`config.mk`:
```
export PLATFORM = sky130hd
export DESIGN_NAME = snake_step_scheduler
export DESIGN_NICKNAME = d
export VERILOG_FILES = /design/src/rtl/snake_pkg.sv /design/src/rtl/snake_tick_div.sv /design/src/rtl/snake_step_scheduler.sv
export SDC_FILE = /design/constraint.sdc
export NUM_CORES = 1
export LEC_CHECK = 0
export CELL_PAD_IN_SITES_DETAIL_PLACEMENT = 0
export CELL_PAD_IN_SITES_GLOBAL_PLACEMENT = 1
export CORE_UTILIZATION = 46
export CTS_CLUSTER_SIZE = 28
export DETAILED_ROUTE_END_ITERATION = 12
export PLACE_DENSITY = 0.81
export SLEW_MARGIN = 40
export SYNTH_ARGS = -nofsm -noshare
export SYNTH_HDL_FRONTEND = slang
export SYNTH_HIERARCHICAL = 1
export SYNTH_SLANG_ARGS = --single-unit
```
`constraint.sdc`:
```
create_clock -name clk -period 3 [get_ports clk]
set_input_delay 0.3 -clock clk [delete_from_list [all_inputs] [get_ports clk]]
set_output_delay 0.3 -clock clk [all_outputs]
set_load 0.01 [all_outputs]
```
`src/rtl/snake_pkg.sv`:
```
// Shared encodings and helpers for the snake game sequencer.
// Purely combinational definitions: no latency, no flow control.
package snake_pkg;

  localparam logic [2:0] ST_IDLE  = 3'd0;
  localparam logic [2:0] ST_RUN   = 3'd1;
  localparam logic [2:0] ST_STEP  = 3'd2;
  localparam logic [2:0] ST_PAUSE = 3'd3;
  localparam logic [2:0] ST_OVER  = 3'd4;

  localparam logic [1:0] DIR_UP    = 2'b00;
  localparam logic [1:0] DIR_RIGHT = 2'b01;
  localparam logic [1:0] DIR_DOWN  = 2'b10;
  localparam logic [1:0] DIR_LEFT  = 2'b11;

  // Opposite directions differ only in the MSB of the encoding.
  function automatic logic is_reversal(input logic [1:0] cur, input logic [1:0] cmd);
    return cmd == (cur ^ 2'b10);
  endfunction

endpackage

```
`src/rtl/snake_tick_div.sv`:
```
// Move-tick divider: counts cycles while running, fires tick combinationally at period-1.
// Latency 0 from count to tick; freezes when neither run nor clear, holds 0 on clear.
module snake_tick_div #(
  parameter int P0 = 12500000,
  parameter int P1 = 6250000,
  parameter int P2 = 3125000,
  parameter int P3 = 1562500,
  parameter int CW = 24
) (
  input  logic       clk,
  input  logic       rst,
  input  logic [1:0] speed_mode,
  input  logic       run,
  input  logic       clear,
  output logic       tick
);

  logic [CW-1:0] tick_cnt;
  logic [CW-1:0] period_m1;

  always_comb begin
    case (speed_mode)
      2'd0:    period_m1 = CW'(P0 - 1);
      2'd1:    period_m1 = CW'(P1 - 1);
      2'd2:    period_m1 = CW'(P2 - 1);
      default: period_m1 = CW'(P3 - 1);
    endcase
  end

  // >= rather than == so a switch to a shorter period fires at once.
  assign tick = run && (tick_cnt >= period_m1);

  always_ff @(posedge clk) begin
    if (rst || clear) begin
      tick_cnt <= '0;
    end else if (tick) begin
      tick_cnt <= '0;
    end else if (run) begin
      tick_cnt <= tick_cnt + CW'(1);
    end
  end

endmodule

```
`src/rtl/snake_step_scheduler.sv`:
```
// Snake game sequencer: tick-paced step handshake, direction buffer, pause/restart, beeper.
// step_req rises the cycle after a tick and holds until step_ack; no new tick while waiting.
module snake_step_scheduler
  import snake_pkg::*;
#(
  parameter int P0        = 12500000,
  parameter int P1        = 6250000,
  parameter int P2        = 3125000,
  parameter int P3        = 1562500,
  parameter int BEEP_EAT  = 2500000,
  parameter int BEEP_OVER = 12500000,
  parameter int CW        = 24
) (
  input  logic       clk,
  input  logic       rst,
  input  logic [1:0] speed_mode,
  input  logic       key,
  input  logic       dir_valid,
  input  logic [1:0] dir_code,
  input  logic       step_ack,
  input  logic       collision,
  input  logic       eat,
  output logic       init_req,
  output logic       step_req,
  output logic [1:0] step_dir,
  output logic [2:0] game_state,
  output logic       beep_en
);

  localparam logic [CW-1:0] BEEP_EAT_C  = CW'(BEEP_EAT);
  localparam logic [CW-1:0] BEEP_OVER_C = CW'(BEEP_OVER);

  logic [2:0]    state;
  logic [1:0]    cur_dir;
  logic [1:0]    pend_dir;
  logic          pend_valid;
  logic          pause_pend;
  logic          key_q;
  logic [CW-1:0] beep_cnt;
  logic          key_rise;
  logic          tick;
  logic          dir_accept;
  logic [1:0]    next_dir;

  assign key_rise   = key & ~key_q;
  assign next_dir   = pend_valid ? pend_dir : cur_dir;
  assign game_state = state;
  assign beep_en    = (beep_cnt != '0);

  // Commands are judged against the committed heading, never the buffered one.
  assign dir_accept = dir_valid
                    && (state == ST_RUN || state == ST_STEP || state == ST_PAUSE)
                    && (dir_code != cur_dir)
                    && !is_reversal(cur_dir, dir_code);

  snake_tick_div #(
    .P0 (P0),
    .P1 (P1),
    .P2 (P2),
    .P3 (P3),
    .CW (CW)
  ) u_tick_div (
    .clk        (clk),
    .rst        (rst),
    .speed_mode (speed_mode),
    .run        (state == ST_RUN),
    .clear      (state == ST_IDLE || state == ST_STEP || state == ST_OVER),
    .tick       (tick)
  );

  always_ff @(posedge clk) begin
    if (rst) begin
      state      <= ST_IDLE;
      cur_dir    <= DIR_RIGHT;
      pend_dir   <= DIR_RIGHT;
      pend_valid <= 1'b0;
      pause_pend <= 1'b0;
      key_q      <= 1'b0;
      beep_cnt   <= '0;
      init_req   <= 1'b0;
      step_req   <= 1'b0;
      step_dir   <= DIR_RIGHT;
    end else begin
      key_q    <= key;
      init_req <= 1'b0;
      if (beep_cnt != '0) beep_cnt <= beep_cnt - CW'(1);

      case (state)
        ST_IDLE: begin
          if (key_rise) begin
            init_req   <= 1'b1;
            cur_dir    <= DIR_RIGHT;
            pend_valid <= 1'b0;
            pause_pend <= 1'b0;
            state      <= ST_RUN;
          end
        end
        ST_RUN: begin
          if (tick) begin
            cur_dir    <= next_dir;
            pend_valid <= 1'b0;
            step_req   <= 1'b1;
            step_dir   <= next_dir;
            state      <= ST_STEP;
            if (key_rise) pause_pend <= 1'b1;
          end else if (key_rise) begin
            state <= ST_PAUSE;
          end
        end
        ST_STEP: begin
          if (step_ack) begin
            step_req   <= 1'b0;
            pause_pend <= 1'b0;
            if (collision) begin
              beep_cnt <= BEEP_OVER_C;
              state    <= ST_OVER;
            end else begin
              if (eat) beep_cnt <= BEEP_EAT_C;
              state <= (pause_pend || key_rise) ? ST_PAUSE : ST_RUN;
            end
          end else if (key_rise) begin
            pause_pend <= 1'b1;
          end
        end
        ST_PAUSE: begin
          if (key_rise) state <= ST_RUN;
        end
        ST_OVER: begin
          if (key_rise) begin
            beep_cnt <= '0;
            state    <= ST_IDLE;
          end
        end
        default: state <= ST_IDLE;
      endcase

      // Placed after the case so a fresh command survives a same-cycle commit.
      if (dir_accept) begin
        pend_dir   <= dir_code;
        pend_valid <= 1'b1;
      end
    end
  end

endmodule

```
* After elaboration in Yosys (flattened, before gate mapping)
Cells that the tools add are included.
Word-level totals: register bits 62, latch bits 0, memory bits (writable) 0, bits in read-only memories 0, input port bits 11, output and inout bits 8, memories 0
Cells by class: add/subtract/negate cells 2, multipliers 0, divide/modulo/power cells 0, magnitude comparators 1, eq/ne operators 16, shift-type cells 0, multiplexer cells 31, bitwise operators 4, reduce and logical (&&, ||, !) cells 27
Operators with widths (number):
- $mux W24 | 5
- $pmux W24 S3 | 1
- $pmux W24 S2 | 1
- $add A24 B1 Y24 const B | 1
- $ge A24 B24 Y1 | 1
- $reduce_bool A24 Y1 | 1
- $sub A24 B1 Y24 const B | 1
- $mux W3 | 6
- $pmux W3 S4 | 1
- $reduce_and A3 Y1 | 4
- $mux W1 | 9
- $ne A3 B3 Y1 const B | 3
- $mux W2 | 4
- $ne A2 B2 Y1 const B | 4
- $eq A3 B2 Y1 const B | 2
- $logic_or A1 B1 Y1 | 6
- $reduce_bool A3 Y1 | 2
- $reduce_or A2 Y1 | 3
- $logic_and A1 B1 Y1 | 4
- $pmux W1 S2 | 2
- $pmux W2 S2 | 1
- $reduce_and A4 Y1 | 1
- $reduce_bool A2 Y1 | 2
- $eq A3 B1 Y1 const B | 1
- other kinds (13) | 15

* Logic depth before layout (Yosys ltp)
Gate-level depths: netlist of the first run.
word-level depth 8, mapped depth 14, mapped depth without buffers 14

* By module
Netlist of the first run, hierarchy kept.
By module, submodules not included:
- snake_step_scheduler | instances 1, cells each 238, area each 1979.4 sq um, seq. area each 760.7 sq um
- snake_tick_div | instances 1, cells each 178, area each 1612.8 sq um, seq. area each 480.5 sq um

* Worst setup path after synthesis of the first run
No wires, ideal clock.
path kind input-to-reg, start point input speed_mode[0], end point register cur_dir[1], setup time 132 ps, arrival time 2480 ps, required time 2868 ps, slack 388 ps, stages on the path 14, cell sequence inv_1 > nand2_1 > inv_1 > ha_1 > a211oi_1 > nor3_1 > nor3_1 > a21oi_2 > or2_2 > nor2b_1 > nor3b_1 > nand2_1 > nand3_1 > a21oi_1
Between the ends: cells in the longest elaborated chain, start to end 6, elaborated cells on any way between the ends 8, those cells by class order compare: 1; eq/ne: 3; mux: 1; reduce/logical: 3
RTL lines:
- start, declared | RTL line snake_step_scheduler.sv:16 | input logic [1:0] speed_mode,
- $eq A2 B2 Y1 (tied with other cells) | RTL line snake_tick_div.sv:22 | case (speed_mode)
- $pmux W24 S3 (*) | RTL line snake_tick_div.sv:22
- $ge A24 B24 Y1 (*) | RTL line snake_tick_div.sv:31 | assign tick = run && (tick_cnt >= period_m1);
- $logic_and A1 B1 Y1 (*) | RTL line snake_tick_div.sv:31
- named net tick | RTL line snake_step_scheduler.sv:41 | logic tick;
- $ne A2 B2 Y1 (no source line) (*)
- $reduce_and A3 Y1 (no source line) (*)
- end signal, assigned | RTL line snake_step_scheduler.sv:100 | cur_dir <= next_dir;
- end, declared | RTL line snake_step_scheduler.sv:34 | logic [1:0] cur_dir;
The timed path passes the listed nets; every way through them passes the cells marked *. A chain may end at the register's enable or synchronous reset.

* Final worst setup path of the first run
start point register beep_cnt[21], end point output beep_en
Between the ends: cells in the longest elaborated chain, start to end 1
RTL lines:
- start, declared | RTL line snake_step_scheduler.sv:39 | logic [CW-1:0] beep_cnt;
- start signal, assigned | RTL line snake_step_scheduler.sv:86 | if (beep_cnt != '0) beep_cnt <= beep_cnt - CW'(1);
- $reduce_bool A24 Y1 | RTL line snake_step_scheduler.sv:48 | assign beep_en = (beep_cnt != '0);
- end, declared | RTL line snake_step_scheduler.sv:27 | output logic beep_en
No other way between the ends.

==> results by stage, run 1 <==
STA:
- Static timing analysis puts the maximum clock frequency at 0.3495 GHz.
- The number of max-slew violations in the final report is 0.
- After layout, the worst path uses between 90 and 100% of the clock period.
- Setup repair after global routing left no endpoint under its margin.
- Subtracting the final worst setup slack from the clock period gives between 2 and 3 ns.
- The number of failing hold endpoints at the final stage is 0.
- The total of endpoints with negative setup slack in the final report is 0.
- The clock arrives with about 0.0087 ns of skew.
- Headroom to the max-slew limit came out at between 50% and 60%.
- For the pin with the worst max-slew slack, the measured transition is slightly above 0.6 ns.

Route:
- The detailed router finished its first iteration with ~140 violations.
- After detailed routing, the number of vias per cell comes to between 5 and 6.
- The wire length after detailed routing is 7745 um.
- The post-route DRC violation count is 0.
- The average wire per cell in the routed design is approximately 14 um.
- The number of iterations in the first detailed-routing pass is 4.
- The detail route stage leaves a number of antenna-violating nets equal to 0.
- The total via count in the routed design is 3001.

Yosys:
- The most frequent cell after synthesis is sky130_fd_sc_hd__dfxtp_1.
- Yosys mapped the design onto 56 distinct sky130hd cell types.
- The number of warnings reported in the yosys synthesis log is 6.
- By area the synthesized netlist is led by sky130_fd_sc_hd__dfxtp_1 35%, sky130_fd_sc_hd__ha_1 6.6%, sky130_fd_sc_hd__xor2_1 5.6%.
- Yosys mapped a number of flops with a built-in enable equal to 0.
- Sequential elements use roughly a third of the synthesized area.
- The dominant register cell in the synthesized netlist is sky130_fd_sc_hd__dfxtp_1.
- The fraction of synthesis flops using an asynchronous set or reset pin is 0%.
- Synthesis produced a netlist with a net count of 446.
- The synthesized design devotes to its leading area cell type about a third of total area.
- In this run the cell area of the synthesized design comes to 0.003592 mm2.
- The number of cells produced by synthesis is roughly 420.
- The mean post-synth cell area is between 8 and 9 um2.
- In the synthesized netlist, the cells that appear most often are 62 x sky130_fd_sc_hd__dfxtp_1, 42 x sky130_fd_sc_hd__nor2_1, 34 x sky130_fd_sc_hd__nor3_1.
- The register bit count reported by yosys is 62.
- The synthesized design spends more area on one cell type than any other, namely sky130_fd_sc_hd__dfxtp_1.

Setup path:
- The worst setup path is launched from a register.
- The worst register-to-register path begins at u_tick_div/tick_cnt[14].
- The signal on the critical path passes through or4_1, or4_1, nor2_4, inv_1, clkdlybuf4s50_1.
- Measured in cells, the most critical reg-to-reg path has a length of 11.
- In this run the worst path has a maximum fanout of 4.
- On the worst path, the slowest cell contributes a delay of roughly 0.56 ns.
- STA classifies the critical path endpoint as an output port.
- STA puts the critical path data required time at about 2.7 ns.
- The slowest stage of the critical path belongs to the cell sky130_fd_sc_hd__or4_1.
- The endpoint identified for the worst register-to-register timing path is cur_dir[0].
- The critical path data arrival time is between 2 and 3 ns.
- The setup path with the least slack is of type reg2out.
- The most repeated library cell on the critical path is sky130_fd_sc_hd__or4_1.
- Across all register-to-register paths, the minimum setup slack is approximately 0.60 ns.

Pwr:
- The maximum resistive drop on vdd is about 0.7 mV.
- For this design the static power due to leakage is about 1.5 nW.
- The power after layout is roughly 0.0032 W.
- In this run the power density over the cells is around 770 mW/mm2.

Die:
- The number of rows created at floorplan is 31.
- The core region is around 0.0074 mm2.
- The die area is approximately 0.0082 mm2.
- The die is 90.37 um tall.
- The initial standard-cell utilization of the core is about half.
- Measured along the x axis, the die boundary spans 90.37 um.
- During I/O placement, the number of pins put on the boundary was 19.

Clock tree:
- Gates resized during post-CTS repair numbered 1.
- The quantity of hold-fixing buffers added after cts is 0.
- The number of clock buffers inserted by TritonCTS is 9.
- For the worst-skew pair, the clock arrives at the later sink with an insertion delay of 0.34 ns.
- After clock tree synthesis, the clock-pin slew on the worst setup and hold paths is approximately 0.070 ns.
- The number of levels in the clock H-tree is 3.
- The number of setup buffers added after CTS is 0.
- The CTS tree is built.
- The number of sinks on the clock net is 62.
- The maximum count of clock buffers along a single path is 2.
- Clock tree synthesis selected as its root buffer the cell sky130_fd_sc_hd__clkbuf_8.

Finish:
- The count of antenna diodes in the layout is 0.
- From synthesis to final layout, the design area changed by 14.21%.
- The final cell count without fillers is 548.
- Cells fill a little under three fifths of the core in the end.
- In the final design database the tool counted about 480 nets.
- The count of fill cells added during filler insertion is a little over 700.
- Cells with a size suffix above 1 make up 12.92% of the layout.

Min path:
- For hold timing, the worst endpoint is cur_dir[1].
- The startpoint of the most critical hold path is cur_dir[1].
- The worst hold path cell count is 2.
- The tightest min-delay check is of the reg2reg type.

Placement:
- The count of buffers added on input and output ports is 18.
- Once placement completed, the tool counted placed cells totaling between 500 and 600.
- Routability-driven placement finished with a final weighted congestion of ~0.8.
- The HPWL reported at the end of detailed placement is 5664 um.

Run status:
- The run finished with clean final reports.

Global routing:
- Entering global routing, the biggest net connects 25 pins.
- The number of global-route vias before repair came to roughly 2.9k.
- The final global-route overflow total is 0.
- The global-route wire length before repair is between 10000 and 15000 um.
- The initial antenna violation count is 0.
- In the global route stage, overall resource usage came out at 20.60%.

Run:
- The reported max-cap violation count is 0.
state kept, by name, indices dropped and copies added, names as in the netlist:
name                 cells
u_tick_div/tick_cnt     24
init_req                 1
cur_dir                  2
beep_cnt                24
pend_valid               1
pause_pend               1
step_dir                 2
key_q                    1
game_state               3
step_req                 1
pend_dir                 2
power by group:
group          switching [W]  total [W]  internal (W)
combinational       0.000833    0.00142      0.000585
clock               0.000311   0.000622      0.000311
sequential          0.000151    0.00112      0.000972
worst max path at each step:
stage                     slack (ns)          to     startpoint
after floorplan                 0.39  cur_dir[1]  speed_mode[0]
after global placement         -0.32  cur_dir[0]  speed_mode[1]
after detailed placement       -0.39  cur_dir[0]  speed_mode[1]
after CTS                       0.08     beep_en   beep_cnt[21]
after global routing            0.01  cur_dir[0]  speed_mode[1]
final                           0.14     beep_en   beep_cnt[21]
area by class of cell:
class	count	area (um2)	share of cell area, %
sequential	62	1241	30.25
clock buffer	12	145.1	3.538
clock inverter	2	10.01	0.2440
inverter	15	56.30	1.372
multi-input combinational	323	2218	54.07
timing repair buffer	35	307.8	7.502
tap	99	123.9	3.019
cell families (layout without fill, tap and decap cells):
logic type	after synthesis	in the layout	synth area share [%]
AO/OA/AOI/OAI	70	70	12.16
buffers and inverters	31	64	4.040
multiplexers	4	4	1.115
XOR/XNOR	43	43	10.48
flip-flops	62	62	34.55
AND/OR/NAND/NOR	187	187	31.03
adder cells (fa/ha/maj)	19	19	6.618
critical path: cells and delay by family, from the launching register on:
| kind | cells | cell delay (ns) |
|---|---|---|
| AND/OR/NAND/NOR | 3 | 1.31 |
| buffers and inverters | 2 | 0.58 |
| flip-flops | 1 | 0.33 |
per-stage QoR:
| stage | worst slack [ns] | instance area [um2] | hold slack, ns | TNS, ns |
|---|---|---|---|---|
| global route | 0.01444 | 4103 | 0.4969 | 0 |
| global placement | -0.3203 | 3935 | 0.4609 | -1.612 |
| CTS | 0.07672 | 4095 | 0.4808 | 0 |
| detailed placement | -0.3884 | 3935 | 0.4719 | -2.007 |
| finish | 0.1389 | 4103 | 0.4792 | 0 |
| floorplan | 0.3881 | 3592 | 0.4179 | 0 |
metal layers:
metal / vias to the layer above / GRT usage, % / wire, um
met1: 1376 / 28.29 / 4067
met5: - / 0 / 0
li1: 1567 / - / -
met2: 50 / 31.42 / 3296
met3: 8 / 5.640 / 291
met4: 0 / 6.048 / 89
cells in the final DEF (no fill, tap or decap), types with 2 or more instances in the layout:
| cell type | netlist | layout |
|---|---|---|
| sky130_fd_sc_hd__nor3b_1 | 4 | 3 |
| sky130_fd_sc_hd__a21oi_1 | 12 | 12 |
| sky130_fd_sc_hd__nand4_2 | 2 | 2 |
| sky130_fd_sc_hd__o21ai_1 | 7 | 7 |
| sky130_fd_sc_hd__mux2i_1 | 4 | 4 |
| sky130_fd_sc_hd__or4_1 | 9 | 9 |
| sky130_fd_sc_hd__clkinv_2 | 0 | 2 |
| sky130_fd_sc_hd__nor4b_1 | 2 | 2 |
| sky130_fd_sc_hd__nor2b_1 | 7 | 7 |
| sky130_fd_sc_hd__clkbuf_8 | 0 | 10 |
| sky130_fd_sc_hd__clkdlybuf4s50_1 | 0 | 18 |
| sky130_fd_sc_hd__a211oi_1 | 6 | 6 |
| sky130_fd_sc_hd__nor4_1 | 4 | 4 |
| sky130_fd_sc_hd__inv_1 | 15 | 15 |
| sky130_fd_sc_hd__nand2_1 | 17 | 17 |
| sky130_fd_sc_hd__xnor2_1 | 20 | 20 |
| sky130_fd_sc_hd__o21ai_0 | 20 | 20 |
| sky130_fd_sc_hd__nand4b_1 | 2 | 2 |
| sky130_fd_sc_hd__ha_1 | 19 | 19 |
| sky130_fd_sc_hd__or3_1 | 6 | 6 |
| sky130_fd_sc_hd__clkbuf_1 | 7 | 2 |
| sky130_fd_sc_hd__or2_2 | 5 | 5 |
| sky130_fd_sc_hd__nor3_1 | 34 | 34 |
| sky130_fd_sc_hd__nand4_1 | 8 | 8 |
| sky130_fd_sc_hd__nand3_1 | 16 | 16 |
| sky130_fd_sc_hd__o21bai_1 | 3 | 3 |
| sky130_fd_sc_hd__nand4_4 | 2 | 2 |
| sky130_fd_sc_hd__a2111oi_0 | 2 | 2 |
| sky130_fd_sc_hd__nand2b_1 | 4 | 4 |
| sky130_fd_sc_hd__nor3_2 | 12 | 12 |
| sky130_fd_sc_hd__buf_4 | 1 | 17 |
| sky130_fd_sc_hd__o211ai_1 | 10 | 10 |
| sky130_fd_sc_hd__dfxtp_1 | 62 | 62 |
| sky130_fd_sc_hd__xor2_1 | 23 | 23 |
| sky130_fd_sc_hd__and4_1 | 2 | 2 |
| sky130_fd_sc_hd__nor2_1 | 42 | 41 |
No activity file was read; power rests on OpenSTA's default activity.
==> run 2: changes to the inputs <==
Settings changed: SKIP_CTS_REPAIR_TIMING set to 1.
==> results of run 2 <==
Final layout, timing and power as in run 1 (identical DEF).
